--- src/rtl/pwm_duty_sequencer_if.sv ---
// rtl/pwm_duty_sequencer_if.sv - register bus between the duty sequencer and the PWM register block
interface pwm_duty_sequencer_if;
    logic [7:0]  addr_o;
    logic [15:0] wdata_o;
    logic        write_o;
    logic        read_o;
    logic [15:0] rdata_i;

    modport master (
        output addr_o,
        output wdata_o,
        output write_o,
        output read_o,
        input  rdata_i
    );

    modport slave (
        input  addr_o,
        input  wdata_o,
        input  write_o,
        input  read_o,
        output rdata_i
    );
endinterface

--- src/rtl/pwm_duty_sequencer.sv ---
// rtl/pwm_duty_sequencer.sv - writes table compare pairs to channel-1 on each overflow event
// Optional dead-time field and WR_DTG state enabled by macro PWM_SEQ_DTG_EN.
module pwm_duty_sequencer #(
    parameter int         WIDTH          = 16,
    parameter int         DEPTH          = 8,
    parameter logic [7:0] ADDR_CMP_START = 8'h10,
    parameter logic [7:0] ADDR_CMP_END   = 8'h12,
    parameter logic [7:0] ADDR_DTG       = 8'h14,
    localparam int        IW             = $clog2(DEPTH)
) (
    input  logic                 clk_psc_i,
    input  logic                 rst_i,
    input  logic [7:0]           host_addr_i,
    input  logic [15:0]          host_wdata_i,
    input  logic                 host_write_i,
    input  logic                 host_read_i,
    output logic [15:0]          host_rdata_o,
    output logic                 host_ready_o,
    input  logic                 tbl_wr_i,
    input  logic [IW-1:0]        tbl_idx_i,
    input  logic [WIDTH-1:0]     tbl_start_i,
    input  logic [WIDTH-1:0]     tbl_end_i,
`ifdef PWM_SEQ_DTG_EN
    input  logic [7:0]           tbl_dtg_i,
`endif
    input  logic                 seq_en_i,
    input  logic [IW:0]          seq_len_i,
    input  logic                 update_event_i,
    pwm_duty_sequencer_if.master bus,
    output logic                 busy_o,
    output logic [IW-1:0]        seq_idx_o,
    output logic                 wrap_o,
    output logic                 missed_o
);

    typedef enum logic [1:0] {
        S_IDLE     = 2'd0,
        S_WR_START = 2'd1,
        S_WR_END   = 2'd2,
        S_WR_DTG   = 2'd3
    } state_t;

    state_t           r_state, w_next;
    logic [IW-1:0]    r_idx;
    logic             r_wrap;
    logic [WIDTH-1:0] r_tbl_start [DEPTH];
    logic [WIDTH-1:0] r_tbl_end   [DEPTH];
    logic [WIDTH-1:0] r_hold_start;
    logic [WIDTH-1:0] r_hold_end;
`ifdef PWM_SEQ_DTG_EN
    logic [7:0]       r_tbl_dtg   [DEPTH];
    logic [7:0]       r_hold_dtg;
`else
    wire              w_unused_dtg = ^ADDR_DTG;
`endif

    logic [IW:0] w_eff_len;
    logic [IW:0] w_idx_inc;
    logic        w_start_seq;
    logic        w_last;

    assign w_eff_len   = (seq_len_i > (IW+1)'(DEPTH)) ? (IW+1)'(DEPTH) : seq_len_i;
    assign w_idx_inc   = {1'b0, r_idx} + (IW+1)'(1);
    assign w_start_seq = (r_state == S_IDLE) && update_event_i && seq_en_i && (w_eff_len != '0);
`ifdef PWM_SEQ_DTG_EN
    assign w_last      = (r_state == S_WR_DTG);
`else
    assign w_last      = (r_state == S_WR_END);
`endif

    always_ff @(posedge clk_psc_i) begin
        if (rst_i) r_state <= S_IDLE;
        else       r_state <= w_next;
    end

    always_comb begin
        w_next = r_state;
        case (r_state)
            S_IDLE:     if (w_start_seq) w_next = S_WR_START;
            S_WR_START: w_next = S_WR_END;
`ifdef PWM_SEQ_DTG_EN
            S_WR_END:   w_next = S_WR_DTG;
            S_WR_DTG:   w_next = S_IDLE;
`else
            S_WR_END:   w_next = S_IDLE;
`endif
            default:    w_next = S_IDLE;
        endcase
    end

    always_comb begin
        bus.addr_o   = host_addr_i;
        bus.wdata_o  = host_wdata_i;
        bus.write_o  = host_write_i;
        bus.read_o   = host_read_i;
        host_ready_o = 1'b1;
        busy_o       = 1'b0;
        case (r_state)
            S_WR_START: begin
                bus.addr_o   = ADDR_CMP_START;
                bus.wdata_o  = 16'(r_hold_start);
                bus.write_o  = 1'b1;
                bus.read_o   = 1'b0;
                host_ready_o = 1'b0;
                busy_o       = 1'b1;
            end
            S_WR_END: begin
                bus.addr_o   = ADDR_CMP_END;
                bus.wdata_o  = 16'(r_hold_end);
                bus.write_o  = 1'b1;
                bus.read_o   = 1'b0;
                host_ready_o = 1'b0;
                busy_o       = 1'b1;
            end
`ifdef PWM_SEQ_DTG_EN
            S_WR_DTG: begin
                bus.addr_o   = ADDR_DTG;
                bus.wdata_o  = {8'h00, r_hold_dtg};
                bus.write_o  = 1'b1;
                bus.read_o   = 1'b0;
                host_ready_o = 1'b0;
                busy_o       = 1'b1;
            end
`endif
            default: ;
        endcase
    end

    // Table, holding registers and index; the index advance uses >= so a shrunken length forces a wrap.
    always_ff @(posedge clk_psc_i) begin
        if (rst_i) begin
            r_idx        <= '0;
            r_wrap       <= 1'b0;
            r_hold_start <= '0;
            r_hold_end   <= '0;
            for (int i = 0; i < DEPTH; i++) begin
                r_tbl_start[i] <= '0;
                r_tbl_end[i]   <= '0;
`ifdef PWM_SEQ_DTG_EN
                r_tbl_dtg[i]   <= '0;
`endif
            end
`ifdef PWM_SEQ_DTG_EN
            r_hold_dtg   <= '0;
`endif
        end else begin
            r_wrap <= 1'b0;
            if (tbl_wr_i) begin
                r_tbl_start[tbl_idx_i] <= tbl_start_i;
                r_tbl_end[tbl_idx_i]   <= tbl_end_i;
`ifdef PWM_SEQ_DTG_EN
                r_tbl_dtg[tbl_idx_i]   <= tbl_dtg_i;
`endif
            end
            if (w_start_seq) begin
                r_hold_start <= r_tbl_start[r_idx];
                r_hold_end   <= r_tbl_end[r_idx];
`ifdef PWM_SEQ_DTG_EN
                r_hold_dtg   <= r_tbl_dtg[r_idx];
`endif
            end
            if (w_last) begin
                if (w_idx_inc >= w_eff_len) begin
                    r_idx  <= '0;
                    r_wrap <= 1'b1;
                end else begin
                    r_idx  <= w_idx_inc[IW-1:0];
                end
            end else if (r_state == S_IDLE && !seq_en_i) begin
                r_idx <= '0;
            end
        end
    end

    assign host_rdata_o = bus.rdata_i;
    assign seq_idx_o    = r_idx;
    assign wrap_o       = r_wrap;
    assign missed_o     = update_event_i && (r_state != S_IDLE);

endmodule
--- src/flat_wrapper.sv ---
// flat-port wrapper written by rule: the top's interface ports become plain ports
module pwm_duty_sequencer_flat 
#(
    parameter int         WIDTH          = 16,
    parameter int         DEPTH          = 8,
    parameter logic [7:0] ADDR_CMP_START = 8'h10,
    parameter logic [7:0] ADDR_CMP_END   = 8'h12,
    parameter logic [7:0] ADDR_DTG       = 8'h14,
    localparam int        IW             = $clog2(DEPTH)
)
  (clk_psc_i, rst_i, host_addr_i, host_wdata_i, host_write_i, host_read_i, host_rdata_o, host_ready_o, tbl_wr_i, tbl_idx_i, tbl_start_i, tbl_end_i, seq_en_i, seq_len_i, update_event_i, busy_o, seq_idx_o, wrap_o, missed_o, bus_addr_o, bus_wdata_o, bus_write_o, bus_read_o, bus_rdata_i);
  pwm_duty_sequencer_if bus_i ();
  input  logic clk_psc_i;
  input  logic rst_i;
  input  logic [7:0] host_addr_i;
  input  logic [15:0] host_wdata_i;
  input  logic host_write_i;
  input  logic host_read_i;
  output logic [15:0] host_rdata_o;
  output logic host_ready_o;
  input  logic tbl_wr_i;
  input  logic [IW-1:0] tbl_idx_i;
  input  logic [WIDTH-1:0] tbl_start_i;
  input  logic [WIDTH-1:0] tbl_end_i;
  input  logic seq_en_i;
  input  logic [IW:0] seq_len_i;
  input  logic update_event_i;
  output logic busy_o;
  output logic [IW-1:0] seq_idx_o;
  output logic wrap_o;
  output logic missed_o;
  output wire logic [$bits(bus_i.addr_o)-1:0] bus_addr_o;
  output wire logic [$bits(bus_i.wdata_o)-1:0] bus_wdata_o;
  output wire logic [$bits(bus_i.write_o)-1:0] bus_write_o;
  output wire logic [$bits(bus_i.read_o)-1:0] bus_read_o;
  input wire logic [$bits(bus_i.rdata_i)-1:0] bus_rdata_i;
  assign bus_addr_o = bus_i.addr_o;
  assign bus_wdata_o = bus_i.wdata_o;
  assign bus_write_o = bus_i.write_o;
  assign bus_read_o = bus_i.read_o;
  assign bus_i.rdata_i = bus_rdata_i;
  pwm_duty_sequencer #(.WIDTH(WIDTH), .DEPTH(DEPTH), .ADDR_CMP_START(ADDR_CMP_START), .ADDR_CMP_END(ADDR_CMP_END), .ADDR_DTG(ADDR_DTG)) u_core (.clk_psc_i(clk_psc_i), .rst_i(rst_i), .host_addr_i(host_addr_i), .host_wdata_i(host_wdata_i), .host_write_i(host_write_i), .host_read_i(host_read_i), .host_rdata_o(host_rdata_o), .host_ready_o(host_ready_o), .tbl_wr_i(tbl_wr_i), .tbl_idx_i(tbl_idx_i), .tbl_start_i(tbl_start_i), .tbl_end_i(tbl_end_i), .seq_en_i(seq_en_i), .seq_len_i(seq_len_i), .update_event_i(update_event_i), .bus(bus_i), .busy_o(busy_o), .seq_idx_o(seq_idx_o), .wrap_o(wrap_o), .missed_o(missed_o));
endmodule
--- config.mk ---
export PLATFORM = sky130hd
export DESIGN_NAME = pwm_duty_sequencer_flat
export DESIGN_NICKNAME = d
export VERILOG_FILES = /design/src/rtl/pwm_duty_sequencer_if.sv /design/src/rtl/pwm_duty_sequencer.sv /design/src/flat_wrapper.sv
export SDC_FILE = /design/constraint.sdc
export NUM_CORES = 1
export LEC_CHECK = 0
export ABC_AREA = 0
export CAP_MARGIN = 15
export CORE_MARGIN = 8
export CORE_UTILIZATION = 51
export DETAILED_ROUTE_END_ITERATION = 10
export PLACE_DENSITY = 0.75
export SYNTH_ARGS = -nofsm -noshare
export SYNTH_HDL_FRONTEND = slang
export SYNTH_SLANG_ARGS = --single-unit
--- constraint.sdc ---
create_clock -name clk_psc_i -period 1.8 [get_ports clk_psc_i]
set_input_delay 0.18 -clock clk_psc_i [delete_from_list [all_inputs] [get_ports clk_psc_i]]
set_output_delay 0.18 -clock clk_psc_i [all_outputs]
set_load 0.01 [all_outputs]
==> metrics.md <==
| Metric | Value |
|---|---|
| Nets | `between 1000 and 1500` |
| Mapped Nets | `1006` |
| Comb power frac | `9.7%` |
| Post-DP Area | `15300 µm²` |
| GR Util met3 | `under 10%` |
| Area contributors post-synth | `edfxtp_1, and2_1, mux4_2` |
| Share of layout cells above drive strength 1 | `28.03%` |
| Commonest cells after routing, fill and taps aside | `and2_1, edfxtp_1, clkdlybuf4s50_1` |
| Busiest layer in global routing | `met2` |
| Hold endpoint | `u_core.r_state[0]$_SDFFE_PP0P_` |
| Period minus WS final | `2.022 ns` |
| Required @ worst endpoint | `1.62 ns` |
| H-Tree Depth | `1` |
| Arrival time worst endpoint | `1.84 ns` |
| Worst path bufs/invs | `3` |
| Largest family of logic cells by synthesized area | `simple AND/OR/NAND/NOR gates` |
| Post-synthesis mux area share | `11.15%` |
| Internal power | `12.38 mW` |
| Die Area | `31120 µm²` |
| DRT iter0 DRCs | `683` |
| Pleak | `5.959 nW` |
| P&R area growth vs syn | `26.93%` |
| Die Height | `176.4 µm` |
| Fin Clk Skew | `a little over 0.008 ns` |
| Reg2reg path depth | `5` |
| PwrDens | `947.5 nW/µm²` |
| Row count | `58` |
| Hold path depth | `3` |
| Crit Path Category | `flop to output port` |
| Post-synthesis instance total | `between 900 and 1000` |
| Overflow left after global routing | `0` |
| Clock Tree Root | `clkbuf_16` |
| Final core utilization | `65.96%` |
| CTS tree | `built` |
| CP peak stage delay | `approximately 0.38 ns` |
| IO Port Bufs | `102` |
| FMAX | `494.5 MHz` |
| Antenna Nets Post-Route | `0` |
| Grt met1 use | `a little over a quarter` |
| Post-route clock period utilization | `112.3%` |
| Routed wire length | `33610 µm` |
| CP Launch Type | `flop` |
| Sequential Power Share | `50.6%` |
| Register area | `about 8500 µm²` |
| Sw frac | `21.55%` |
| Synth Area in XOR/XNOR | `less than 1%` |
| Vias/cell | `approximately 5.7` |
| Synthesized-area fraction occupied by adder cells | `0.8580%` |
| CTS Buf Count | `29` |
| RSZ-0062 raised after global routing | `yes` |
| Critical path peak fanout | `6` |
| Setup crit end kind | `output port` |
| Die width | `176.4 µm` |
| R2R setup slack | `roughly 0.030 ns` |
| Area of the multi-input gates | `4519 µm²` |
| Cell taking the most area after synthesis | `edfxtp_1` |
| VDD IR-drop max | `~0.63 mV` |
| Post-synthesis register bit count | `294` |
| Top Family by Delay on Critical Path | `flip-flops` |
| Vias in the first global route | `8546` |
| Outcome | `complete, but fails checks` |
| Hold path start | `rst_i` |
| Register area share after synthesis | `approximately 64%` |
| N_diodes | `0` |
| Compound-Gate Fraction of Synth Area | `between 3 and 4%` |
| Core area | `between 20000 and 30000 µm²` |
| DR WL/cell | `23.70 µm` |
| Final worst setup slack | `-0.2221 ns` |
| Mapped Area | `13120 µm²` |
| Placer congestion estimate | `between 0.8 and 0.9` |
| Yosys warns | `0` |
| Initial antenna violation count | `2` |
| Fin area | `approximately 17000 µm²` |
| Max_slew headroom | `68.39%` |
| RR Startpoint | `u_core.seq_idx_o[1]$_SDFFE_PP0P_` |
| Filler cells | `1730` |
| Worst-Margin Slew | `0.4742 ns` |
| Fin. Hold Viols | `0` |
| Clk slew on worst S/H paths | `about 0.060 ns` |
| Syn_area_per_cell | `14.41 µm²` |
| Pin count of the biggest net entering global routing | `45` |
| Drc violations | `0` |
| Failing checks | `negative setup slack` |
| Crit path max-delay cell type | `dfxtp_4` |
| First-pass GRT wire length | `51020 µm` |
| Vias | `about 8100` |
| First-pass iteration count of the detailed router | `6` |
| Bufs on Longest Clock Path | `3` |
| Worst r2r dst | `u_core.r_hold_end[10]$_SDFFE_PP0P_` |
| IO Count | `approximately 140` |
| Worst skew pair latency | `0.53 ns` |
| Final setup fails | `25` |
| NetSw | `around 3.4 mW` |
| Post-synth cell types | `35` |
| CP Cell Sequence | `inv_4, ha_4, buf_12, mux2_4, buf_6` |
| Worst hold path class | `input port to flop` |
| Max_cap viols | `0` |
| Post-DP HPWL | `22690 µm` |
| Synth top area share | `58.58%` |
| Grt met2 use | `roughly 37%` |
| Clock network power share | `39.7%` |
| CTS sink cnt | `294` |
| Tot GR Track Use | `21.40%` |
| Slew Viols, Final | `0` |
| Simple-Gate Fraction of Synth Area | `16.90%` |
| Starting density of the core | `51.97%` |
| Power, Total | `around 16 mW` |
==> flip-flops by register name (all words and copies together), names as in the netlist <==
signal	count
u_core.r_state	2
u_core.r_tbl_start	128
u_core.r_hold_start	16
u_core.seq_idx_o	3
u_core.r_hold_end	16
u_core.wrap_o	1
u_core.r_tbl_end	128
==> cell usage after synthesis <==
| cell type | number |
|---|---|
| and2_1 | 256 |
| edfxtp_1 | 256 |
| mux4_2 | 64 |
| nor2_1 | 56 |
| clkbuf_1 | 45 |
| dfxtp_1 | 38 |
| nor3_1 | 33 |
| o22ai_1 | 32 |
| a21oi_1 | 19 |
| buf_4 | 18 |
| a22oi_1 | 16 |
| buf_2 | 13 |
| or2_2 | 10 |
| ha_1 | 9 |
| nor2b_1 | 8 |
| inv_1 | 7 |
| nand2b_1 | 5 |
| nand2_1 | 4 |
| a22o_1 | 2 |
| and3_1 | 2 |
| mux2_2 | 2 |
| nand3_1 | 2 |
| o21ai_0 | 2 |
| a2111o_1 | 1 |
| a211oi_1 | 1 |
| and2_4 | 1 |
| and2b_1 | 1 |
| buf_1 | 1 |
| buf_6 | 1 |
| nand3b_1 | 1 |
| nor3_2 | 1 |
| or3_1 | 1 |
| or3b_1 | 1 |
| or4_4 | 1 |
| xor2_1 | 1 |
==> worst max-delay path by stage <==
stage / startpoint / to / slack, ns / cells after the start
2_1_floorplan: u_core.seq_idx_o[2]$_SDFFE_PP0P_ / u_core.seq_idx_o[0]$_SDFFE_PP0P_ / -0.02 / 8
3_3_place_gp: seq_len_i[3] / u_core.seq_idx_o[0]$_SDFFE_PP0P_ / -0.29 / 7
3_5_place_dp: seq_len_i[3] / u_core.seq_idx_o[0]$_SDFFE_PP0P_ / -0.29 / 7
4_1_cts: u_core.r_state[1]$_SDFFE_PP0P_ / bus_write_o / -0.24 / 6
5_1_grt: u_core.r_state[1]$_SDFFE_PP0P_ / bus_addr_o[1] / -0.27 / 5
6_report: u_core.r_state[1]$_SDFFE_PP0P_ / bus_addr_o[1] / -0.22 / 5
==> routing by layer <==
metal / vias up / share of wire (%) / wire length [µm]
li1: 3630 / - / -
met1: 4032 / 38 / 12890
met2: 363 / 50 / 16810
met3: 80 / 8.1 / 2736
met4: 4 / 3.4 / 1148
met5: - / 0.065 / 22
==> power by group through the flow <==
stage | sequential (mW) | clock, mW | combinational, mW
floorplan | 8.05 | 0 | 0.650
global placement | 8.09 | 0 | 1.41
detailed placement | 8.13 | 0 | 1.42
CTS | 7.99 | 6.31 | 1.53
global route | 8.02 | 6.57 | 1.63
finish | 7.99 | 6.26 | 1.53
==> worst reg2reg max path, stage by stage, from the launching register on <==
cell and delay [ns]:
dfxtp_4 0.41, buf_12 0.20, buf_4 0.19, mux4_2 0.56, o22ai_1 0.21, nor3_1 0.07
==> logic make-up after synthesis <==
logic type | count (synthesis)
and+or+nand+nor | 383
buffers and inverters | 85
DFF | 294
muxes | 66
xor gates and xnor gates | 1
AOI/OAI and AO/OA | 73
adders and majority gates | 9
==> layout make-up <==
class	instances	area share (%)
Clock buffer	39	4.762
Timing Repair Buffer	202	13.50
Clock inverter	14	1.164
Multi-Input combinational cell	532	27.13
Sequential cell	294	50.78
Inverter	7	0.1878
Tap cell	330	2.479
==> through the flow <==
stage	setup slack [ns]	instances	TNS [ns]	hold WS, ns
6_report	-0.2221	1418	-3.582	0.2633
5_1_grt	-0.2661	1418	-5.194	0.2899
4_1_cts	-0.2435	1414	-4.141	0.2414
3_5_place_dp	-0.2867	1346	-46.37	0.3601
3_3_place_gp	-0.2870	1346	-43.93	0.3601
2_1_floorplan	-0.02373	911	-0.02373	0.3782
==> repair_timing <==
item	in CTS	in global routing
pin swaps	9	7
endpoints found under the hold margin	0	0
buffers inserted	13	5
gates resized for setup	170	15
gates cloned	3	1
setup endpoints to repair	32	35
hold buffers	0	0
No activity file was read; power rests on OpenSTA's default activity.
